===== config.mk =====
export PLATFORM = sky130hd
export DESIGN_NAME = sr_ff_bank
export DESIGN_NICKNAME = d
export VERILOG_FILES = /design/src/rtl/sr_ff_pkg.sv /design/src/rtl/sr_ff_cell.sv /design/src/rtl/sr_ff_bank.sv
export SDC_FILE = /design/constraint.sdc
export NUM_CORES = 1
export LEC_CHECK = 0
export CORE_MARGIN = 3
export CORE_UTILIZATION = 44
export DETAILED_ROUTE_END_ITERATION = 12
export PLACE_DENSITY_LB_ADDON = 0.12
export SYNTH_ARGS = -nofsm -noshare
export SYNTH_HDL_FRONTEND = slang
export SYNTH_SLANG_ARGS = --single-unit

===== constraint.sdc =====
create_clock -name clk -period 1.9 [get_ports clk]
set_input_delay 0.38 -clock clk [delete_from_list [all_inputs] [get_ports clk]]
set_output_delay 0.38 -clock clk [all_outputs]
set_load 0.03 [all_outputs]

===== src/rtl/sr_ff_pkg.sv =====
// sr_ff_pkg: shared types and constants for the sr_ff_bank flip-flop bank.
//   mode_t   : run-time channel behaviour (SR, JK, D, T)
//   POL_*    : SR-mode resolution of the forbidden S=R=1 input
package sr_ff_pkg;

    typedef enum logic [1:0] {
        MODE_SR = 2'b00,
        MODE_JK = 2'b01,
        MODE_D  = 2'b10,
        MODE_T  = 2'b11
    } mode_t;

    localparam int POL_HOLD = 0;
    localparam int POL_SET  = 1;
    localparam int POL_RST  = 2;

endpackage


===== src/rtl/sr_ff_cell.sv =====
// sr_ff_cell: one channel of sr_ff_bank.
// Holds the state bit, its registered complement and a sticky error flag.
// Ports:
//   clk       in   rising-edge clock
//   rst       in   synchronous active-high reset
//   mode      in   2-bit mode select (see sr_ff_pkg::mode_t)
//   en        in   update enable for this channel
//   a, b      in   S/J/D/T and R/K inputs (b ignored in D and T modes)
//   err_clr   in   clears the sticky error flag
//   q, q_bar  out  registered state and registered complement
//   err       out  sticky forbidden-input flag
//   illegal   out  combinational strobe: forbidden input accepted this cycle
module sr_ff_cell
    import sr_ff_pkg::*;
#(
    parameter int ILLEGAL_POL = POL_HOLD
) (
    input  logic       clk,
    input  logic       rst,
    input  logic [1:0] mode,
    input  logic       en,
    input  logic       a,
    input  logic       b,
    input  logic       err_clr,
    output logic       q,
    output logic       q_bar,
    output logic       err,
    output logic       illegal
);

    mode_t mode_s;
    logic  q_q, q_d;
    logic  qb_q;
    logic  err_q, err_d;

    assign mode_s = mode_t'(mode);

    always_comb begin
        q_d     = q_q;
        illegal = 1'b0;
        if (en) begin
            unique case (mode_s)
                MODE_SR: begin
                    unique case ({a, b})
                        2'b10:   q_d = 1'b1;
                        2'b01:   q_d = 1'b0;
                        2'b11: begin
                            illegal = 1'b1;
                            if (ILLEGAL_POL == POL_SET)
                                q_d = 1'b1;
                            else if (ILLEGAL_POL == POL_RST)
                                q_d = 1'b0;
                        end
                        default: q_d = q_q;
                    endcase
                end
                MODE_JK: begin
                    unique case ({a, b})
                        2'b10:   q_d = 1'b1;
                        2'b01:   q_d = 1'b0;
                        2'b11:   q_d = ~q_q;
                        default: q_d = q_q;
                    endcase
                end
                MODE_D:  q_d = a;
                MODE_T:  q_d = a ? ~q_q : q_q;
                default: q_d = q_q;
            endcase
        end
    end

    // A new forbidden input outranks a simultaneous clear.
    always_comb begin
        err_d = err_q;
        if (err_clr)
            err_d = 1'b0;
        if (illegal)
            err_d = 1'b1;
    end

    // Complement is its own register so q/q_bar change on the same edge.
    always_ff @(posedge clk) begin
        if (rst) begin
            q_q   <= 1'b0;
            qb_q  <= 1'b1;
            err_q <= 1'b0;
        end else begin
            q_q   <= q_d;
            qb_q  <= ~q_d;
            err_q <= err_d;
        end
    end

    assign q     = q_q;
    assign q_bar = qb_q;
    assign err   = err_q;

endmodule


===== src/rtl/sr_ff_bank.sv =====
// sr_ff_bank: WIDTH independent clocked flip-flop channels with a shared
// run-time mode (SR, JK, D, T), per-channel enable and sticky error flags
// for the forbidden SR input S=R=1.
// Optional feature: define SR_FF_BANK_ILLEGAL_CNT_EN to add illegal_cnt,
// a saturating count of edges on which any enabled channel saw S=R=1.
// Ports:
//   clk          in   rising-edge clock
//   rst          in   synchronous active-high reset
//   mode         in   2-bit mode select for all channels
//   en           in   WIDTH per-channel update enables
//   a, b         in   WIDTH S/J/D/T and R/K inputs
//   err_clr      in   clears all sticky error bits (and the counter)
//   q, q_bar     out  WIDTH registered state and complement
//   err          out  WIDTH sticky forbidden-input flags
//   illegal_cnt  out  CNT_W forbidden-input event count (macro only)
module sr_ff_bank
    import sr_ff_pkg::*;
#(
    parameter int WIDTH       = 4,
    parameter int ILLEGAL_POL = POL_HOLD,
    parameter int CNT_W       = 8
) (
    input  logic             clk,
    input  logic             rst,
    input  logic [1:0]       mode,
    input  logic [WIDTH-1:0] en,
    input  logic [WIDTH-1:0] a,
    input  logic [WIDTH-1:0] b,
    input  logic             err_clr,
    output logic [WIDTH-1:0] q,
    output logic [WIDTH-1:0] q_bar,
    output logic [WIDTH-1:0] err
`ifdef SR_FF_BANK_ILLEGAL_CNT_EN
    ,
    output logic [CNT_W-1:0] illegal_cnt
`endif
);

    logic [WIDTH-1:0] illegal;

    for (genvar i = 0; i < WIDTH; i++) begin : g_ch
        sr_ff_cell #(
            .ILLEGAL_POL(ILLEGAL_POL)
        ) u_cell (
            .clk     (clk),
            .rst     (rst),
            .mode    (mode),
            .en      (en[i]),
            .a       (a[i]),
            .b       (b[i]),
            .err_clr (err_clr),
            .q       (q[i]),
            .q_bar   (q_bar[i]),
            .err     (err[i]),
            .illegal (illegal[i])
        );
    end

`ifdef SR_FF_BANK_ILLEGAL_CNT_EN
    logic             any_illegal;
    logic [CNT_W-1:0] cnt_q, cnt_d;

    assign any_illegal = |illegal;

    // Clear first, then increment, so clear+event on one edge yields 1.
    always_comb begin
        cnt_d = err_clr ? '0 : cnt_q;
        if (any_illegal && (cnt_d != '1))
            cnt_d = cnt_d + 1'b1;
    end

    always_ff @(posedge clk) begin
        if (rst)
            cnt_q <= '0;
        else
            cnt_q <= cnt_d;
    end

    assign illegal_cnt = cnt_q;
`else
    logic unused_cfg;
    assign unused_cfg = (^illegal) ^ (CNT_W > 0);
`endif

endmodule


# == Word-level counts from Yosys, hierarchy flattened ==
# Index checks and enable logic that the tools add are counted.
# word_totals
wordCells,77
ff_bits,12
in_bits,17
# op_classes
n_reduce_logical,5
muxes,37
bitwise,8
n_eq_ne,15
# ops
operator,count
two-way mux 1 bit,25
== test 2 bit (second input constant),10
one-hot mux 1 bit (4 select lines),4
one-hot mux 1 bit (3 select lines),4
== test 2 x 1 -> 1 bit (second input constant),5
inverter 1 bit,8
one-hot mux 1 bit (2 select lines),4
nonzero test 2 bit,4
logical NOT 2 bit,1

# == Logic depth before layout (Yosys ltp) ==
# Gate-level depths: netlist of run 1.
# depth
ltp_word,5
ltp_mapped,6
depth_no_buf,6

# == Cells and area by module ==
# From an unflattened synthesis of run 1, not the netlist that was laid out.
# unflattened
hier_cells,84
area_unflattened_um2,810.8
# modules_own_cells
mod,seq_area_each_um2,cells_each,area_per_inst_um2,instances
sr_ff_cell,60.1,21,202.7,4

# == Worst setup path before layout of run 1 ==
# Ideal clock, no wire load.
# synth_timing
path_type,input-to-reg
start,input mode[1]
end,register g_ch[1].u_cell.qb_q
arrival_time_ps,1320
required_ps,1773
path_buffers,1
stages,5
setup_slack_ps,453
path_cell_list,buf_6 > mux2_4 > a32o_1 > nor4b_2 > a21oi_1
# synth_via
elab_chain_cells,4
word_cells_on_any_way,7
cone_classes,eq/ne: 3; mux: 2; bitwise: 1; reduce/logical: 1
# synth_rtl
element,line,text
start: declaration,sr_ff_bank.sv:25,"input logic [1:0] mode,"
"== test 2 bit, or another cell as far along",sr_ff_cell.sv:42,unique case (mode_s)
one-hot mux 1 bit (4 select lines) *,sr_ff_cell.sv:42,
two-way mux 1 bit *,sr_ff_cell.sv:41,if (en) begin
inverter 1 bit *,sr_ff_cell.sv:89,qb_q <= ~q_d;
end signal: assignment,sr_ff_cell.sv:89,
end: declaration,sr_ff_cell.sv:33,logic qb_q;
# Every way passes the cells marked *; elsewhere a longest branch is shown, timed or not.
# A chain may end at the register's enable or synchronous reset.

# == Final worst setup path of run 1 ==
# Same ends and word-level chain as after synthesis.

==> results of run 1 <==
stage by stage:
stage                     TNS [ns]  power [mW]  setup slack (ns)  cells
after floorplan                  0       0.409             0.453     89
after global placement      -0.686       0.488            -0.128    141
after detailed placement    -0.769       0.493            -0.136    141
after CTS                        0       0.646             0.127    144
after global routing             0       0.674            0.0603    144
final                            0       0.638             0.136    144
logic make-up (layout without fill, tap and decap cells):
group,after synthesis,count (layout),share of synthesized area
compound gates,22,22,0.196
flops,12,12,0.287
simple gates,19,19,0.146
fa+ha+maj,8,8,0.119
buf+inv,22,52,0.163
mux,6,6,0.0895
routing by layer:
layer	global-route usage	vias to the layer above	part of all wire
met4	0.0783	0	0.0058
met5	0	-	0
met2	0.240	20	0.46
met3	0.0363	2	0.055
li1	-	372	-
met1	0.192	313	0.48
cells in the mapped netlist (all sizes together):
cell type,instances,share of area
a31oi,1,0.0075
o2bb2ai,1,0.010
nor2,8,0.036
mux2,3,0.054
clkbuf,1,0.0045
or2b,1,0.0090
o211ai,1,0.0090
nand2,2,0.0090
nand2b,3,0.022
a21o,3,0.027
ha,8,0.12
o21ai,1,0.0060
inv,7,0.031
nor2b,1,0.0075
nor3b,1,0.0090
a32o,4,0.048
a21oi,6,0.036
a32oi,5,0.052
mux2i,3,0.036
dfxtp,12,0.29
nor4b,3,0.054
buf,14,0.13
worst max-delay path: stages:
cell and delay [ns]:
clkdlybuf4s50_1 0.61, mux2_4 0.33, a32o_1 0.27, nor4b_2 0.26, a21oi_1 0.06
power by group through the flow:
| stage | clock network, mW | registers, mW | logic (mW) |
|---|---|---|---|
| detailed placement | 0 | 0.283 | 0.210 |
| floorplan | 0 | 0.280 | 0.129 |
| global placement | 0 | 0.283 | 0.206 |
| finish | 0.151 | 0.277 | 0.210 |
| global route | 0.168 | 0.280 | 0.226 |
| CTS | 0.158 | 0.277 | 0.211 |
worst min path at each step:
stage                             startpoint                    to  slack (ns)  depth (start not counted)
after global routing               flip-flop  g_ch[0].u_cell.q_bar        0.53                          1
after floorplan           g_ch[2].u_cell.err    g_ch[2].u_cell.err        0.45                          2
after detailed placement  g_ch[1].u_cell.err    g_ch[1].u_cell.err        0.48                          2
after CTS                 g_ch[1].u_cell.err    g_ch[1].u_cell.err        0.50                          2
final                     g_ch[1].u_cell.err    g_ch[1].u_cell.err        0.50                          2
after global placement    g_ch[1].u_cell.err    g_ch[1].u_cell.err        0.47                          2
cell usage in the layout, fill, tap and decap left out:
cell type / synthesis / routed
a21o_1: 3 / 3
a21oi_1: 6 / 6
a31oi_1: 1 / 1
a32o_1: 4 / 4
a32oi_1: 5 / 5
buf_4: 12 / 14
clkbuf_4: 0 / 3
clkdlybuf4s50_1: 0 / 28
dfxtp_1: 12 / 12
ha_1: 8 / 8
inv_1: 7 / 7
mux2_4: 3 / 3
mux2i_1: 3 / 3
nand2_1: 2 / 2
nand2b_1: 3 / 3
nor2_1: 8 / 8
nor2b_1: 1 / 1
nor3b_1: 1 / 1
nor4b_2: 3 / 3
o211ai_1: 1 / 1
o21ai_0: 1 / 1
o2bb2ai_1: 1 / 1
or2b_1: 1 / 1
final cells by class:
class                      count  area, um2  share of cell area
sequential                    12        240               0.206
multi-input combinational     55        462               0.395
timing repair buffer          42        385               0.330
tap                           25       31.3              0.0268
inverter                       7       26.3              0.0225
clock buffer                   3       22.5              0.0193
==> summary.md, run 1 <==
| Metric | Value |
|---|---|
| Final min period | 1.76 ns |
| Detail Route Antenna Nets | 0 |
| #FFs+latches synth | 12 |
| Layout cell share with drive strength beyond 1 | 0.193 |
| Chip width | 49.7 um |
| Rel. slew slack | 0.631 |
| Finished Core Util | 0.662 |
| Avg Inst Size Synth | 9.42 um2 |
| Clock share of power | 0.236 |
| GRT Overall Usage | 0.153 |
| Count of different cell masters after synthesis | 24 |
| Largest net degree at the start of global routing | 12 |
| DRC viols | 0 |
| Fillers | 155 |
| Number of CTS-inserted buffers | 3 |
| # setup viols final | 0 |
| Reg2reg path depth | 4 |
| Worst path required time | 2.05 ns |
| Peak supply drop | 0.467 mV |
| Worst hold-check path type | reg2reg |
| Gate Count Post-Synth | 89 |
| Max Root-Sink Buffers | 2 |
| Max Fclk | about 0.57 GHz |
| WL final | about 1700 um |
| Hold buffers post-CTS | 0 |
| Ant diodes | 0 |
| Power per cell area | 546 mW/mm2 |
| Fin area | approximately 0.0012 mm2 |
| Crit path DAT | 1.91 ns |
| Final Cycle Share | 0.928 |
| Final GP Congestion | 0.767 |
| Vias per inst | 4.91 |
| Vias | between 700 and 800 |
| Grt total ovfl | 0 |
| Run status | finished, final reports clean |
| Max-cap viol count | 0 |
| Hpwl dp | 1390 um |
| Crit path capture type | flip-flop |
| Vias in the first global route | around 700 |
| Clock net sink count | 12 |
| Post-CTS Setup Repair Bufs | 0 |
| Clock root buffer | clkbuf_4 |
| Slack of the worst reg-to-reg path | 0.70 ns |
| Setup crit start | mode[1] |
| Net Sw Frac | 0.289 |
| Gate power share | 0.329 |
| Post-detailed-route wirelength per cell | 11.9 um |
| PortBufs | 28 |
| Area delta synth->final | 39.3% |
| CTS tree | built |
| First-pass GRT wire length | between 2000 and 3000 um |
| Initial Util | 0.475 |
| Critical path fanouts, max | 5 |
| Sequential power share | 0.435 |
| Length of the first detailed-routing pass in iterations | 4 |
| RSZ-0062 raised after global routing | no |
| Mapped Area | 838 um2 |
| Core Area | 0.00176 mm2 |
| Nets@finish | 146 |
| Initial antenna violation count | 0 |
| Syn Nets | 114 |
| Leak pwr | 0.525 nW |
| Die height | 49.7 um |
| Worst slew pin tran | 0.551 ns |
| Post-synthesis sequential area ratio | 0.287 |
| DR iter-0 viols | 13 |
| Worst clock skew | 0.0000652 ns |
| Resized Gates After CTS | 0 |
| End point of the critical path | g_ch[1].u_cell.q_bar |
| Clk slew on worst S/H paths | roughly 0.07 ns |
| Synthesis Warnings | 0 |
| Startpoint types | input port |
| DIE AREA | around 0.0025 mm2 |
| Worst Path Class, Setup | in2reg |
| P_int | 0.453 mW |
| DP Area | 0.00114 mm2 |
| Psw | 0.184 mW |
| Final hold violation count | 0 |
| Slew Limit Fails | 0 |
| Core Rows | 15 |
| Latest clock arrival within the worst-skew pair | 0.26 ns |
| Hold_ws | 0.501 ns |
| I/O pins | 29 |
| FF-to-FF End | g_ch[1].u_cell.q_bar |
| H-tree Lvls | 1 |
Note: power is estimated with default switching activity, not from simulation.
==> run 2, diff against run 1 <==
Clock period 1.9 ns to 1.85 ns, I/O delays scaled along.
==> summary.md, run 2 (same netlist as run 1, synthesis figures left out) <==
| Metric | Value |
|---|---|
| Run status | finished, final reports clean |
| DIE AREA | 0.00247 mm2 (unchanged) |
| Largest net degree at the start of global routing | 12 (unchanged) |
| Chip width | 49.7 um (unchanged) |
| # setup viols final | 0 (unchanged) |
| Overall Power | 0.656 mW (+2.9%) |
| CP top delay family | buffers and inverters |
| Number of CTS-inserted buffers | 3 (unchanged) |
| Max Root-Sink Buffers | 2 (unchanged) |
| First-pass GRT wire length | 2970 um (+0.71%) |
| Core Rows | 15 (unchanged) |
| Ant diodes | 0 (unchanged) |
| Max Fclk | 0.570 GHz |
| Final Cycle Share | 0.948 |
| CP max stage cell | clkdlybuf4s50_1 |
| Crit path capture type | output pin |
| Worst clock skew | 0.0000569 ns (-0.00000830 ns) |
| CP bufs+invs | 1 (unchanged) |
| GRT Overall Usage | 0.154 (+0.00126) |
| Layout cell share with drive strength beyond 1 | 0.193 (unchanged) |
| Hpwl dp | 1400 um (+0.34%) |
| Crit path DAT | 1.38 ns (-0.53 ns) |
| Worst slew pin tran | 0.541 ns (-0.00968 ns) |
| WL final | 1720 um (-0.29%) |
| DR iter-0 viols | 24 (+11) |
| Area delta synth->final | 39.3% (unchanged) |
| Clock root buffer | clkbuf_4 |
| Die height | 49.7 um (unchanged) |
| Vias per inst | 5.10 (+3.8%) |
| H-tree Lvls | 1 (unchanged) |
| Initial antenna violation count | 0 (unchanged) |
| Clock net sink count | 12 (unchanged) |
| Latest clock arrival within the worst-skew pair | 0.26 ns (about the same) |
| Slew Limit Fails | 0 (unchanged) |
| Finished Core Util | 0.662 (unchanged) |
| PortBufs | 28 (unchanged) |
| Initial Util | 0.475 (unchanged) |
| Resized Gates After CTS | 0 (unchanged) |
| Most frequent cells in the layout | 28 x clkdlybuf4s50_1, 14 x buf_4, 12 x dfxtp_1 |
| Rel. slew slack | 0.638 (+0.00648) |
| CP peak stage delay | 0.70 ns (+0.09 ns) |
| Leak pwr | 0.525 nW (unchanged) |
| Vias in the first global route | 712 (+3.6%) |
| Grt total ovfl | 0 (unchanged) |
| Detail Route Antenna Nets | 0 (unchanged) |
| Worst hold-check path type | reg2reg |
| I/O pins | 29 (unchanged) |
| Clk slew on worst S/H paths | 0.07 ns (about the same) |
| Critical path fanouts, max | 6 (+1) |
| DRC viols | 0 (unchanged) |
| Final min period | 1.75 ns |
| RSZ-0062 raised after global routing | no |
| Worst path required time | 1.48 ns (-0.57 ns) |
| Commonest non-fill, non-tap cell in the layout | clkdlybuf4s50_1 |
| Nets@finish | 146 (unchanged) |
| Startpoint types | flip-flop |
| Critical-path cell list | clkdlybuf4s50_1 |
| Vias | 734 (+3.8%) |
| Peak supply drop | 0.345 mV (-26%) |
| Final GP Congestion | 0.768 (+0.13%) |
| Post-detailed-route wirelength per cell | 11.9 um (-0.29%) |
| Final hold violation count | 0 (unchanged) |
| Worst Path Class, Setup | reg2out |
| CTS tree | built |
| Post-CTS Setup Repair Bufs | 0 (unchanged) |
| Hold buffers post-CTS | 0 (unchanged) |
| Power per cell area | 562 mW/mm2 (+2.9%) |
| Max-cap viol count | 0 (unchanged) |
| Length of the first detailed-routing pass in iterations | 4 (unchanged) |
| Core Area | 0.00176 mm2 (unchanged) |
[run 2: cell counts in the layout (fill, tap and decap cells not counted)]
No cell type changed its count.
[run 2: final timing paths]
| check | depth (start not counted) | startpoint | slack [ns] | to |
|---|---|---|---|---|
| worst max-delay path | 1 | flip-flop | 0.1 | q[1] |
| worst min-delay path | 2 | g_ch[1].u_cell.err | 0.50 | g_ch[1].u_cell.err |
| worst max register to register | 4 | flip-flop | 0.67 | g_ch[1].u_cell.q_bar |
| worst min register to register | 2 | g_ch[1].u_cell.err | 0.50 | g_ch[1].u_cell.err |
[run 2: power by group]
| group | internal [mW] | switching (mW) |
|---|---|---|
| Combinational | 0.117 | 0.0975 |
| Clock | 0.0751 | 0.0816 |
| Sequential | 0.273 | 0.0115 |
[run 2: through the flow]
step | worst slack, ns | setup TNS, ns | cell area, um2 | hold WS (ns) | instances
CTS | 0.0893 | 0 | 1170 | 0.504 | 144
floorplan | 0.413 | 0 | 838 | 0.451 | 89
global placement | -0.168 | -1.01 | 1140 | 0.475 | 141
finish | 0.0959 | 0 | 1170 | 0.501 | 144
global route | 0.0349 | 0 | 1170 | 0.530 | 144
detailed placement | -0.173 | -1.07 | 1140 | 0.482 | 141
[run 2: layout make-up]
cell class,count,area (um2)
well taps,25,31.3
inverters,7,26.3
clock buffers,3,22.5
multi-input cells,55,462
repair buffers,42,385
fillers,168,597
flip-flops and latches,12,240
[run 2: metal layers]
layer,up-vias,share of wire,global-route usage
li1,368,-,-
met1,340,0.45,0.201
met2,22,0.47,0.231
met3,4,0.063,0.0332
met4,0,0.015,0.0876
met5,-,0,0
[run 2: worst reg2reg max path, stage by stage (launching register included)]
cell and delay (ns):
dfxtp_1 0.42, mux2i_1 0.11, a32o_1 0.23, nor4b_2 0.25
a21oi_1 0.07
==> run 3, diff against run 2 <==
Settings changed: CORE_UTILIZATION 44 to 46, CTS_BUF_LIST set to sky130_fd_sc_hd__clkbuf_4.
==> summary.md, run 3 (same netlist as run 1, synthesis figures left out) <==
| Metric | Value |
|---|---|
| Run status | finished, final reports clean |
| Final hold violation count | 0 (unchanged) |
| Clock net sink count | 12 (unchanged) |
| Max-cap viol count | 0 (unchanged) |
| Vias | 745 (+1.5%) |
| Sum Neg Setup Slack | 0 ns (unchanged) |
| # setup viols final | 0 (unchanged) |
| Crit path capture type | output pin |
| P_int | 0.470 mW (+0.85%) |
| WL final | 1820 um (+6.4%) |
| CP peak stage delay | 0.71 ns (about the same) |
| Ant diodes | 0 (unchanged) |
| Worst slew pin tran | 0.487 ns (-0.0539 ns) |
| Clk slew on worst S/H paths | 0.08 ns (about the same) |
| Length of the first detailed-routing pass in iterations | 4 (unchanged) |
| Commonest non-fill, non-tap cell in the layout | clkdlybuf4s50_1 |
| Worst hold-check path type | reg2reg |
| First-pass GRT wire length | 3120 um (+5.1%) |
| Slew Limit Fails | 0 (unchanged) |
| GRT Overall Usage | 0.167 (+0.0130) |
| Detail Route Antenna Nets | 0 (unchanged) |
| Core Rows | 14 (-1) |
| Resized Gates After CTS | 0 (unchanged) |
| Worst clock skew | 0.0000899 ns (+0.0000330 ns) |
| Critical-path cell list | clkdlybuf4s50_1 |
| Rel. slew slack | 0.674 (+0.0362) |
| CTS tree | built |
| Worst Path Class, Setup | reg2out |
| DP Area | 0.00115 mm2 (+0.55%) |
| Vias in the first global route | 705 (-0.98%) |
| Clock root buffer | clkbuf_4 |
| Peak supply drop | 0.399 mV (+16%) |
| CP bufs+invs | 1 (unchanged) |
| Fin area | 0.00118 mm2 (+1.1%) |
| Setup ws final | 0.0780 ns (-0.0179 ns) |
| Power per cell area | 568 mW/mm2 (+1.0%) |
| Final min period | 1.77 ns (+0.0179 ns) |
| Net Sw Frac | 0.299 (+0.00861) |
| Grt total ovfl | 0 (unchanged) |
| RSZ-0062 raised after global routing | no |
| H-tree Lvls | 1 (unchanged) |
| Chip width | 48.7 um (-1.9%) |
| Final GP Congestion | 0.777 (+1.1%) |
| Vias per inst | 5.14 (+0.80%) |
| Critical path fanouts, max | 6 (unchanged) |
| Sequential power share | 0.426 (-0.008) |
| CP top delay family | buffers and inverters |
| Hpwl dp | 1450 um (+3.7%) |
| Crit path DAT | 1.40 ns (+0.02 ns) |
| DIE AREA | 0.00237 mm2 (-3.8%) |
| Max Root-Sink Buffers | 2 (unchanged) |
| Initial Util | 0.520 (+0.0450) |
| Post-CTS Setup Repair Bufs | 0 (unchanged) |
| Final Cycle Share | 0.958 (+0.00966) |
| Die height | 48.7 um (-1.9%) |
| Startpoint types | flip-flop |
| Post-detailed-route wirelength per cell | 12.6 um (+5.6%) |
| Worst path required time | 1.48 ns (about the same) |
| Worst slack, placed | -0.179 ns (-0.00609 ns) |
| Most frequent cells in the layout | 27 x clkdlybuf4s50_1, 15 x buf_4, 12 x dfxtp_1 |
| Psw | 0.200 mW (+5.1%) |
| Clock share of power | 0.251 (+0.012) |
| Latest clock arrival within the worst-skew pair | 0.27 ns (about the same) |
| PortBufs | 28 (unchanged) |
| Layout cell share with drive strength beyond 1 | 0.198 (+0.00507) |
| Area delta synth->final | 40.7% |
| Initial antenna violation count | 0 (unchanged) |
| Number of CTS-inserted buffers | 3 (unchanged) |
| Gate power share | 0.323 (-0.004) |
| Hold buffers post-CTS | 0 (unchanged) |
| I/O pins | 29 (unchanged) |
| Core Area | 0.00161 mm2 (-8.7%) |
| CP max stage cell | clkdlybuf4s50_1 |
| DRC viols | 0 (unchanged) |
| Max Fclk | 0.564 GHz (-1.0%) |
| Largest net degree at the start of global routing | 13 (+1) |
| Overall Power | 0.670 mW (+2.1%) |
| Leak pwr | 0.541 nW (+3.1%) |
| Nets@finish | 147 (+0.68%) |
| DR iter-0 viols | 14 (-42%) |
| Fillers | 138 (-18%) |
==> run 3: path summary, 6_finish.rpt <==
path	startpoint	endpoint	slack (ns)	cells after the start
max reg2reg	flip-flop	g_ch[1].u_cell.q_bar	0.65	4
min reg2reg	g_ch[3].u_cell.err	g_ch[3].u_cell.err	0.50	2
min	g_ch[3].u_cell.err	g_ch[3].u_cell.err	0.50	2
max	flip-flop	q[1]	0.08	1
==> run 3: through the flow <==
stage | util | hold slack, ns | cells
CTS | 0.731 | 0.506 | 145
global placement | 0.714 | 0.474 | 141
detailed placement | 0.714 | 0.482 | 141
floorplan | - | 0.451 | 89
global route | 0.732 | 0.552 | 145
finish | 0.732 | 0.499 | 145
==> run 3: final cells by class <==
type / count / area (um2) / area share
clock buffers: 3 / 22.5 / 0.0191
clock inverters: 1 / 3.75 / 0.00318
inverters: 7 / 26.3 / 0.0223
multi-input cells: 55 / 462 / 0.391
flip-flops and latches: 12 / 240 / 0.204
well taps: 24 / 30.0 / 0.0255
repair buffers: 43 / 395 / 0.335
==> run 3: power by group through the flow <==
stage                     clock (mW)  sequential (mW)  combinational, mW
final                          0.168            0.285              0.217
after global routing           0.189            0.287              0.234
after CTS                      0.177            0.285              0.218
after detailed placement           0            0.291              0.217
after global placement             0            0.290              0.212
after floorplan                    0            0.288              0.132
==> run 3: routing by layer <==
layer / share of wire / up-vias / track usage
met2: 0.51 / 24 / 0.265
met1: 0.43 / 342 / 0.203
li1: - / 377 / -
met3: 0.059 / 2 / 0.0337
met5: 0 / - / 0
met4: 0.0066 / 0 / 0.109
